===== src/rtl/video2ram_if.sv =====
// Line-buffer RAM write port: video2ram drives it as master, the RAM consumes it as slave.
interface video2ram_if;
    logic [14:0] wraddr;
    logic [23:0] wrdata;
    logic        wren;

    modport master (output wraddr, output wrdata, output wren);
    modport slave  (input  wraddr, input  wrdata, input  wren);
endinterface


===== src/rtl/video2ram.sv =====
// Capture-side line-buffer writer: locks to the console frame rate, then writes the
// capture window into RAM as a circular buffer of whole lines and flags the reader start.
module video2ram #(
    parameter int H_CAPTURE_START    = 128,
    parameter int V_CAPTURE_START    = 36,
    parameter int BUFFER_LINE_LENGTH = 720,
    parameter int V_CAPTURE_LINES    = 480,
    parameter int RAM_NUMWORDS       = 23040,
    parameter int TRIGGER_LINE       = 8
) (
    input  logic        clock,
    input  logic        reset,
    input  logic [23:0] rgb_in,
    input  logic        hsync_in,
    input  logic        vsync_in,
    video2ram_if.master wr,
    output logic        starttrigger,
    output logic        frame_locked,
    output logic [11:0] line_count
);
    typedef enum logic [1:0] {
        WAIT_VS = 2'd0,
        MEASURE = 2'd1,
        CAPTURE = 2'd2
    } state_t;

    localparam logic [11:0] H_FIRST_C = 12'(H_CAPTURE_START);
    localparam logic [11:0] H_END_C   = 12'(H_CAPTURE_START + BUFFER_LINE_LENGTH);
    localparam logic [11:0] V_FIRST_C = 12'(V_CAPTURE_START);
    localparam logic [11:0] V_END_C   = 12'(V_CAPTURE_START + V_CAPTURE_LINES);
    localparam logic [11:0] TRIG_CY_C = 12'(V_CAPTURE_START + TRIGGER_LINE);
    localparam logic [15:0] H_FIRST_W = 16'(H_CAPTURE_START);
    localparam logic [15:0] STRIDE_W  = 16'(BUFFER_LINE_LENGTH);
    localparam logic [15:0] WRAP_W    = 16'(RAM_NUMWORDS - BUFFER_LINE_LENGTH);

    logic [23:0] rgb_q_r, rgb_d_r;
    logic        hs_q_r, hs_qq_r, vs_q_r, vs_qq_r;
    logic        vs_pending_r, hs_fall_d_r;
    logic [11:0] cx_r, cy_r;
    logic [14:0] line_base_r;
    state_t      state_r, state_s;
    logic        locked_s;
    logic        hs_fall_s, vs_fall_s, frame_start_s;
    logic        h_win_s, v_win_s, write_s;
    logic [11:0] count_s, cx_inc_s, cy_inc_s;
    logic [15:0] next_base_s;
    logic [14:0] adv_base_s;

    // Sync edge detection, window decode and saturating/wrapping counter arithmetic.
    always_comb begin
        hs_fall_s     = hs_qq_r & ~hs_q_r;
        vs_fall_s     = vs_qq_r & ~vs_q_r;
        frame_start_s = hs_fall_s & (vs_pending_r | vs_fall_s);
        count_s       = cy_r + 12'd1;
        cx_inc_s      = (cx_r == 12'hFFF) ? cx_r : cx_r + 12'd1;
        cy_inc_s      = (cy_r == 12'hFFF) ? cy_r : cy_r + 12'd1;
        h_win_s       = (cx_r >= H_FIRST_C) && (cx_r < H_END_C);
        v_win_s       = (cy_r >= V_FIRST_C) && (cy_r < V_END_C);
        write_s       = (state_r == CAPTURE) && h_win_s && v_win_s;
        next_base_s   = {1'b0, line_base_r} + STRIDE_W;
        if (next_base_s > WRAP_W) begin
            adv_base_s = 15'd0;
        end else begin
            adv_base_s = next_base_s[14:0];
        end
    end

    // Lock state machine: next state and frame_locked, evaluated on frame-start only.
    always_comb begin
        state_s  = state_r;
        locked_s = frame_locked;
        if (frame_start_s) begin
            case (state_r)
                WAIT_VS: state_s = MEASURE;
                MEASURE: begin
                    if (count_s == line_count) begin
                        state_s  = CAPTURE;
                        locked_s = 1'b1;
                    end else begin
                        state_s  = MEASURE;
                    end
                end
                CAPTURE: begin
                    if (count_s != line_count) begin
                        state_s  = MEASURE;
                        locked_s = 1'b0;
                    end else begin
                        state_s  = CAPTURE;
                    end
                end
                default: begin
                    state_s  = WAIT_VS;
                    locked_s = 1'b0;
                end
            endcase
        end else begin
            state_s = state_r;
        end
    end

    // Stage 1: input registers, pixel/line counters, line base and frame measurement.
    always_ff @(posedge clock) begin
        if (!reset) begin
            rgb_q_r      <= 24'd0;
            rgb_d_r      <= 24'd0;
            hs_q_r       <= 1'b1;
            hs_qq_r      <= 1'b1;
            vs_q_r       <= 1'b1;
            vs_qq_r      <= 1'b1;
            hs_fall_d_r  <= 1'b0;
            vs_pending_r <= 1'b0;
            cx_r         <= 12'd0;
            cy_r         <= 12'd0;
            line_base_r  <= 15'd0;
            line_count   <= 12'd0;
            frame_locked <= 1'b0;
            state_r      <= WAIT_VS;
        end else begin
            rgb_q_r      <= rgb_in;
            rgb_d_r      <= rgb_q_r;
            hs_q_r       <= hsync_in;
            hs_qq_r      <= hs_q_r;
            vs_q_r       <= vsync_in;
            vs_qq_r      <= vs_q_r;
            hs_fall_d_r  <= hs_fall_s;
            cx_r         <= hs_fall_s ? 12'd0 : cx_inc_s;
            frame_locked <= locked_s;
            state_r      <= state_s;
            if (frame_start_s) begin
                cy_r         <= 12'd0;
                line_base_r  <= 15'd0;
                vs_pending_r <= 1'b0;
                line_count   <= count_s;
            end else begin
                // cy_r still names the line that is ending, so it decides the advance.
                if (hs_fall_s) begin
                    cy_r <= cy_inc_s;
                    if (v_win_s) begin
                        line_base_r <= adv_base_s;
                    end
                end
                if (vs_fall_s) begin
                    vs_pending_r <= 1'b1;
                end
            end
        end
    end

    // Stage 2: registered RAM write port and sticky reader start flag.
    always_ff @(posedge clock) begin
        if (!reset) begin
            wr.wren      <= 1'b0;
            wr.wraddr    <= 15'd0;
            wr.wrdata    <= 24'd0;
            starttrigger <= 1'b0;
        end else begin
            wr.wren <= write_s;
            if (write_s) begin
                wr.wraddr <= 15'({1'b0, line_base_r} + {4'b0000, cx_r} - H_FIRST_W);
                wr.wrdata <= rgb_d_r;
            end
            if (hs_fall_d_r && (state_r == CAPTURE) && (cy_r == TRIG_CY_C)) begin
                starttrigger <= 1'b1;
            end
        end
    end
endmodule

===== src/flat_wrapper.sv =====
// flat-port wrapper written by rule: the top's interface ports become plain ports
module video2ram_flat 
#(
    parameter int H_CAPTURE_START    = 128,
    parameter int V_CAPTURE_START    = 36,
    parameter int BUFFER_LINE_LENGTH = 720,
    parameter int V_CAPTURE_LINES    = 480,
    parameter int RAM_NUMWORDS       = 23040,
    parameter int TRIGGER_LINE       = 8
)
  (clock, reset, rgb_in, hsync_in, vsync_in, starttrigger, frame_locked, line_count, wr_wraddr, wr_wrdata, wr_wren);
  video2ram_if wr_i ();
  input  logic clock;
  input  logic reset;
  input  logic [23:0] rgb_in;
  input  logic hsync_in;
  input  logic vsync_in;
  output logic starttrigger;
  output logic frame_locked;
  output logic [11:0] line_count;
  output wire logic [$bits(wr_i.wraddr)-1:0] wr_wraddr;
  output wire logic [$bits(wr_i.wrdata)-1:0] wr_wrdata;
  output wire logic [$bits(wr_i.wren)-1:0] wr_wren;
  assign wr_wraddr = wr_i.wraddr;
  assign wr_wrdata = wr_i.wrdata;
  assign wr_wren = wr_i.wren;
  video2ram #(.H_CAPTURE_START(H_CAPTURE_START), .V_CAPTURE_START(V_CAPTURE_START), .BUFFER_LINE_LENGTH(BUFFER_LINE_LENGTH), .V_CAPTURE_LINES(V_CAPTURE_LINES), .RAM_NUMWORDS(RAM_NUMWORDS), .TRIGGER_LINE(TRIGGER_LINE)) u_core (.clock(clock), .reset(reset), .rgb_in(rgb_in), .hsync_in(hsync_in), .vsync_in(vsync_in), .wr(wr_i), .starttrigger(starttrigger), .frame_locked(frame_locked), .line_count(line_count));
endmodule

===== config.mk =====
export PLATFORM = sky130hd
export DESIGN_NAME = video2ram_flat
export DESIGN_NICKNAME = d
export VERILOG_FILES = /design/src/rtl/video2ram_if.sv /design/src/rtl/video2ram.sv /design/src/flat_wrapper.sv
export SDC_FILE = /design/constraint.sdc
export NUM_CORES = 1
export LEC_CHECK = 0
export ABC_AREA = 1
export CELL_PAD_IN_SITES_DETAIL_PLACEMENT = 0
export CELL_PAD_IN_SITES_GLOBAL_PLACEMENT = 1
export CORE_ASPECT_RATIO = 1.4
export CORE_MARGIN = 1.5
export CORE_UTILIZATION = 36
export DETAILED_ROUTE_END_ITERATION = 12
export PLACE_DENSITY_LB_ADDON = 0.1
export SYNTH_ARGS = -nofsm -noshare
export SYNTH_HDL_FRONTEND = slang
export SYNTH_SLANG_ARGS = --single-unit

===== constraint.sdc =====
create_clock -name clock -period 2.1 [get_ports clock]
set_input_delay 0.42 -clock clock [delete_from_list [all_inputs] [get_ports clock]]
set_output_delay 0.42 -clock clock [all_outputs]
set_load 0.01 [all_outputs]

==> summary.md, run 1 <==
| Metric | Value |
|---|---|
| Status | `finished clean` |
| Die width | `115.7 um` |
| Syn-to-layout area delta | `30.67%` |
| Compound-Gate Fraction of Synth Area | `11.72%` |
| CP required | `2.41 ns` |
| M1 WL | `6738 um` |
| Die height | `160.7 um` |
| RePlAce Congestion | `0.8053` |
| I/O Pins | `82` |
| Crit-path max cell delay | `0.36 ns` |
| Synth area leaders | `dfxtp_1 45%, nand2_1 11%, inv_1 8.2%` |
| Peak VDD IR | `0.5613 mV` |
| DR vias/cell | `4.559` |
| Met2 Routed Length | `7420 um` |
| DR vias | `5567` |
| Overall die area | `0.01859 mm^2` |
| Arrival @ worst endpoint | `2.27 ns` |
| Fin area | `0.008359 mm^2` |
| Initial core utilization | `36.76%` |
| Non-Filler Instances | `1221` |
| Post-synthesis net count | `923` |
| Combinational family with the most area after synthesis | `simple AND/OR/NAND/NOR gates` |
| Delay-heaviest family, CP | `simple AND/OR/NAND/NOR gates` |
| Final setup margin | `0.1316 ns` |
| GR Util All Layers | `16.92%` |
| Post-synthesis adder-cell area fraction | `5.085%` |
| Post-Synth Simple-Gate Area | `24.62%` |
| Worst-path fanout max | `4` |
| Top Metal Used | `met4` |
| Pleak | `3.889 nW` |
| CTS clock-pin slew for the worst setup and hold paths | `0.06 ns` |
| Placed cells | `1186` |
| Multiplexer area fraction after synthesis | `0%` |
| Setup WS pre-CTS | `-0.007152 ns` |
| Synth Area in XOR/XNOR | `2.601%` |
| Synth top area share | `45.37%` |
| Drt total wl | `15100 um` |
| Post-synthesis sequential area ratio | `45.37%` |
| Worst-margin pin slew | `0.8838 ns` |
| Layout cells sized above 1 | `11.27%` |
| CTS tree | `done` |
| Hold_buf cts | `0` |
| Mapped Cells | `869` |
| Crit-path slowest cell | `dfxtp_1` |
| Final Hold Violating Endpoints | `0` |
| Critical path endpoint category | `flip-flop` |
| Placed Area | `0.007584 mm^2` |
| Largest net degree at the start of global routing | `92` |
| DRC Markers | `0` |
| Relative slew slack | `41.02%` |
| Final Slew Violations | `0` |
| Yosys warning total | `0` |
| Met3 WL | `734 um` |
| Synth top cells by count | `183 x nand2_1, 145 x dfxtp_1, 140 x inv_1` |
| GRT overflow | `0` |
| FF+latch count, synth | `145` |
| FFs w/ async S/R, synth | `0%` |
| Number of CTS-inserted buffers | `17` |
| Count leader, synth | `nand2_1` |
| Min Clock Period, post-route | `1.968 ns` |
| Root Buffer | `clkbuf_16` |
| Max Cap Viol | `0` |
| DP HPWL | `10510 um` |
| PortBufs | `81` |
| Final Setup Violations | `0` |
| DRT iter0 DRCs | `168` |
| Final ANT Viol Nets | `0` |
| CTS H-tree depth | `4` |
| Nets@finish | `1026` |
| Avg Inst Size Synth | `7.362 um^2` |
| First-pass iteration count of the detailed router | `4` |
| Commonest register cell after synthesis | `dfxtp_1` |
| Max Fclk | `508.0 MHz` |
| Clk Latency, worst-skew pair | `0.42 ns` |
| Clock Skew | `0.01291 ns` |
| Yosys cell types | `43` |
| FP Rows | `57` |
| Antenna diode count | `0` |
| CTS sink count | `145` |
| Max Buffers Root-to-Sink | `2` |
| Worst hold path class | `primary input to flip-flop` |
| Number of enable flip-flop cells after synthesis | `0` |
| CP Class | `flip-flop to flip-flop` |
| Global-route wire length before repair | `24850 um` |
| Final period util | `93.74%` |
| Cell Area, Synth | `0.006397 mm^2` |
| Vias in the first global route | `5299` |
| Power, Total | `6.372 mW` |
| Wire per inst | `12.37 um` |
| Largest area contributor in the netlist | `dfxtp_1` |
| Setup TNS Final | `0 ns` |
| Core Region | `0.01740 mm^2` |
| Initial antenna violation count | `0` |
| Cell breakdown of the critical path | `inv_1 > ha_1 > inv_1 > ha_1 > nand2_1 > nor3_2 > nand3_1 > nand4_1 > nor2_1 > nor2_1 > a21oi_1` |
| CP Buf/Inv Count | `2` |
| Critical Path Start Type | `flip-flop` |
| Power per cell area | `762.3 mW/mm^2` |
[state kept, by name, indices dropped and copies added, names as in the netlist]
register	cells
u_core.hs_q_r	1
u_core.hs_fall_d_r	1
u_core.vs_qq_r	1
u_core.rgb_q_r	24
u_core.frame_locked	1
u_core.hs_qq_r	1
u_core.rgb_d_r	24
u_core.vs_q_r	1
u_core.wr.wrdata	24
u_core.vs_pending_r	1
u_core.line_count	12
u_core.wr.wraddr	15
u_core.cy_r	12
u_core.line_base_r	11
u_core.state_r	2
u_core.starttrigger	1
u_core.wr.wren	1
u_core.cx_r	12
[worst paths after layout]
| path | slack (ns) | to | depth (start not counted) | startpoint |
|---|---|---|---|---|
| worst max-delay path | 0.13 | u_core.wr.wraddr[14] | 11 | u_core.cx_r[11] |
| worst min-delay path | 0.40 | u_core.wr.wren | 3 | reset |
| worst max register to register | 0.13 | u_core.wr.wraddr[14] | 11 | u_core.cx_r[11] |
| worst min register to register | 0.41 | u_core.rgb_d_r[10] | 2 | u_core.rgb_q_r[10] |
[cell type report]
type,instances,area [um^2]
fill,1801,9042
clock buffer,19,442.9
clock inverter,13,147.6
inverter,144,544.3
multi-input combinational,553,2962
timing repair buffer,111,1044
sequential,145,2924
tap,236,295.3
[layer usage]
metal / global-route usage [%] / up-vias
met5: 0 / -
met4: 5.377 / 0
met3: 4.943 / 15
met2: 28.73 / 95
met1: 20.41 / 2504
li1: - / 2953
[worst reg2reg max path, cell delays in order, from the launching register on]
cell     delay (ns)
dfxtp_1        0.36
inv_1          0.11
ha_1           0.28
inv_1          0.04
ha_1           0.35
nand2_1        0.12
nor3_2         0.16
nand3_1        0.09
nand4_1        0.14
nor2_1         0.05
nor2_1         0.09
a21oi_1        0.07
[layout by cell type (no fill, tap or decap), types with 13 or more instances in the layout]
cell type and instances:
inv_1 138, buf_4 29, ha_1 20, xor2_1 13, nand2_1 182, a21oi_1 46
dfxtp_1 136, nor2_1 90, nand3_1 64, clkbuf_16 17, clkdlybuf4s50_1 80, o21ai_0 59
[metrics by stage]
stage               utilization, %  hold slack [ns]
finish                       48.04           0.4027
detailed placement           43.58           0.3982
floorplan                        -           0.3905
global placement             43.58           0.3918
CTS                          47.02           0.3999
global route                 48.04           0.4278
[timing repair]
item | 4_1_cts | 5_1_grt
pin swaps | 2 | 6
endpoints found under the setup margin | 1 | 31
setup buffers | 1 | 2
gates resized for setup | 2 | 39
[logic make-up (layout without fill, tap and decap cells)]
| group | after synthesis | count (layout) |
|---|---|---|
| adders and majority gates | 26 | 26 |
| DFF | 145 | 145 |
| xor gates and xnor gates | 19 | 19 |
| and+or+nand+nor | 369 | 369 |
| other | 1 | 1 |
| buffers and inverters | 171 | 287 |
| AOI/OAI and AO/OA | 138 | 138 |
[power breakdown]
group          switching, mW  total [mW]  internal [mW]  leakage (nW)
clock                   1.30        3.01           1.71         0.283
sequential            0.0476        2.87           2.83          1.19
combinational          0.279       0.485          0.206          2.42
Power figures use the tool's default switching activity.
==> run 2, diff against run 1 <==
- CORE_MARGIN: 1.5 -> 1
==> summary.md, run 2 (same netlist as run 1, synthesis figures left out) <==
| Metric | Value |
|---|---|
| Core Region | `0.01740 mm^2 (unchanged)` |
| I/O Pins | `82 (unchanged)` |
| DR vias/cell | `4.582 (was 4.559)` |
| Arrival @ worst endpoint | `2.25 ns (was 2.27 ns)` |
| Pleak | `3.862 nW (was 3.889 nW)` |
| Max Fclk | `512.8 MHz (was 508.0 MHz)` |
| DR vias | `5585 (was 5567)` |
| Global-route wire length before repair | `25450 um (was 24850 um)` |
| R2R Setup Slk | `0.15 ns (was 0.13 ns)` |
| CTS sink count | `145 (unchanged)` |
| Initial core utilization | `36.76% (unchanged)` |
| Final Hold Violating Endpoints | `0 (unchanged)` |
| Die height | `159.7 um (was 160.7 um)` |
| Commonest cells after routing, fill and taps aside | `182 x nand2_1, 137 x inv_1, 136 x dfxtp_1 (was 182 x nand2_1, 138 x inv_1, 136 x dfxtp_1)` |
| Critical Path Start Type | `flip-flop (unchanged)` |
| Overall die area | `0.01832 mm^2 (was 0.01859 mm^2)` |
| Layout fillers | `1788 (was 1801)` |
| Largest regs | `u_core.rgb_d_r x24, u_core.rgb_q_r x24, u_core.wr.wrdata x24 (unchanged)` |
| Commonest non-fill, non-tap cell in the layout | `nand2_1 (unchanged)` |
| Worst-margin pin slew | `0.8922 ns (was 0.8838 ns)` |
| CP Class | `flip-flop to flip-flop (unchanged)` |
| CTS H-tree depth | `4 (unchanged)` |
| Number of CTS-inserted buffers | `17 (unchanged)` |
| CTS tree | `done (unchanged)` |
| Max Buffers Root-to-Sink | `2 (unchanged)` |
| Die width | `114.7 um (was 115.7 um)` |
| DRT iter0 DRCs | `200 (was 168)` |
| Antenna diode count | `0 (unchanged)` |
| Seq. cell area | `0.002914 mm^2 (was 0.002924 mm^2)` |
| FP Rows | `57 (unchanged)` |
| Power per cell area | `751.8 mW/mm^2 (was 762.3 mW/mm^2)` |
| Initial antenna violation count | `0 (unchanged)` |
| Clock Skew | `0.01037 ns (was 0.01291 ns)` |
| Final Slew Violations | `0 (unchanged)` |
| GR Util All Layers | `17.56% (was 16.92%)` |
| Status | `finished clean (unchanged)` |
| RePlAce Congestion | `0.7955 (was 0.8053)` |
| RSZ-0062 raised after global routing | `yes` |
| Vias in the first global route | `5441 (was 5299)` |
| Syn-to-layout area delta | `29.47% (was 30.67%)` |
| CP required | `2.40 ns (was 2.41 ns)` |
| Fin area | `0.008283 mm^2 (was 0.008359 mm^2)` |
| Layout cells sized above 1 | `10.99% (was 11.27%)` |
| Peak VDD IR | `0.6308 mV (was 0.5613 mV)` |
| Wire per inst | `12.37 um (about the same)` |
| Largest net degree at the start of global routing | `92 (unchanged)` |
| Min Clock Period, post-route | `1.950 ns (was 1.968 ns)` |
| Clk Latency, worst-skew pair | `0.42 ns (about the same)` |
| Setup WS pre-CTS | `-0.002276 ns (was -0.007152 ns)` |
| Final ANT Viol Nets | `0 (unchanged)` |
| GRT overflow | `0 (unchanged)` |
| DP HPWL | `10700 um (was 10510 um)` |
| Relative slew slack | `40.46% (was 41.02%)` |
| Critical path endpoint category | `flip-flop (unchanged)` |
| Final Setup Violations | `0 (unchanged)` |
| Multi-input logic area | `0.002944 mm^2 (was 0.002962 mm^2)` |
| Max Cap Viol | `0 (unchanged)` |
| PortBufs | `81 (unchanged)` |
| DRC Markers | `0 (unchanged)` |
| Final setup margin | `0.1499 ns (was 0.1316 ns)` |
| Drt total wl | `15080 um (was 15100 um)` |
| CTS clock-pin slew for the worst setup and hold paths | `0.06 ns (about the same)` |
| Worst hold path class | `primary input to flip-flop (unchanged)` |
| Placed Area | `0.007569 mm^2 (was 0.007584 mm^2)` |
| Final period util | `92.86% (was 93.74%)` |
| First-pass iteration count of the detailed router | `4 (unchanged)` |
| Worst-path fanout max | `4 (unchanged)` |
| Root Buffer | `clkbuf_16 (unchanged)` |
| Nets@finish | `1024 (was 1026)` |
run 2: worst paths after layout:
path,from,end,cells after the start
worst max register to register,u_core.line_base_r[7],u_core.wr.wraddr[13],12
worst max-delay path,u_core.line_base_r[7],u_core.wr.wraddr[13],12
worst min-delay path,reset,u_core.starttrigger,3
worst min register to register,u_core.rgb_q_r[2],u_core.rgb_d_r[2],2
run 2: final cells by class:
cell class,count,share of cell area [%]
tap,236,3.565
inverter,144,6.571
multi-input combinational,553,35.54
clock inverter,13,1.375
timing repair buffer,109,12.42
sequential,145,35.18
clock buffer,19,5.347
run 2: where the power goes:
part | switching [mW] | internal, mW | total (mW) | leakage [nW]
clock network | 1.29 | 1.59 | 2.87 | 0.274
registers | 0.0483 | 2.83 | 2.88 | 1.19
logic | 0.276 | 0.200 | 0.476 | 2.40
run 2: critical path, stage by stage, from the launching register on:
cell and delay (ns):
dfxtp_1 0.35, inv_1 0.06, ha_1 0.28, inv_1 0.09, ha_4 0.22, a21oi_2 0.15, o21ai_2 0.08, a21oi_2 0.12
o21bai_1 0.11, a21oi_1 0.18, nand2_1 0.07, nand2_1 0.06, a21oi_1 0.06
run 2: routing by layer:
metal	wire [um]	vias up	part of all wire (%)	global-route usage, %
met4	222	0	1.5	6.316
li1	-	2947	-	-
met3	627	12	4.2	4.782
met2	7427	82	49	30.00
met5	0	-	0	0
met1	6802	2544	45	20.87
run 2: through the flow:
| step | setup TNS (ns) | std cells | util (%) | hold WS [ns] | total power [mW] |
|---|---|---|---|---|---|
| 2_1_floorplan | 0 | 869 | - | 0.3905 | 3.235 |
| 6_report | 0 | 1219 | 47.60 | 0.3899 | 6.227 |
| 3_3_place_gp | 0 | 1184 | 43.49 | 0.3920 | 3.388 |
| 4_1_cts | 0 | 1216 | 46.70 | 0.3751 | 6.298 |
| 5_1_grt | -0.1971 | 1219 | 47.60 | 0.4242 | 6.519 |
| 3_5_place_dp | -0.002276 | 1184 | 43.49 | 0.3960 | 3.398 |
run 2: what timing repair did:
action,4_1_cts,5_1_grt
endpoints found under the setup margin,1,22
pin swaps,0,5
resized for setup,1,32
buffers inserted,0,3
hold buffers,0,0
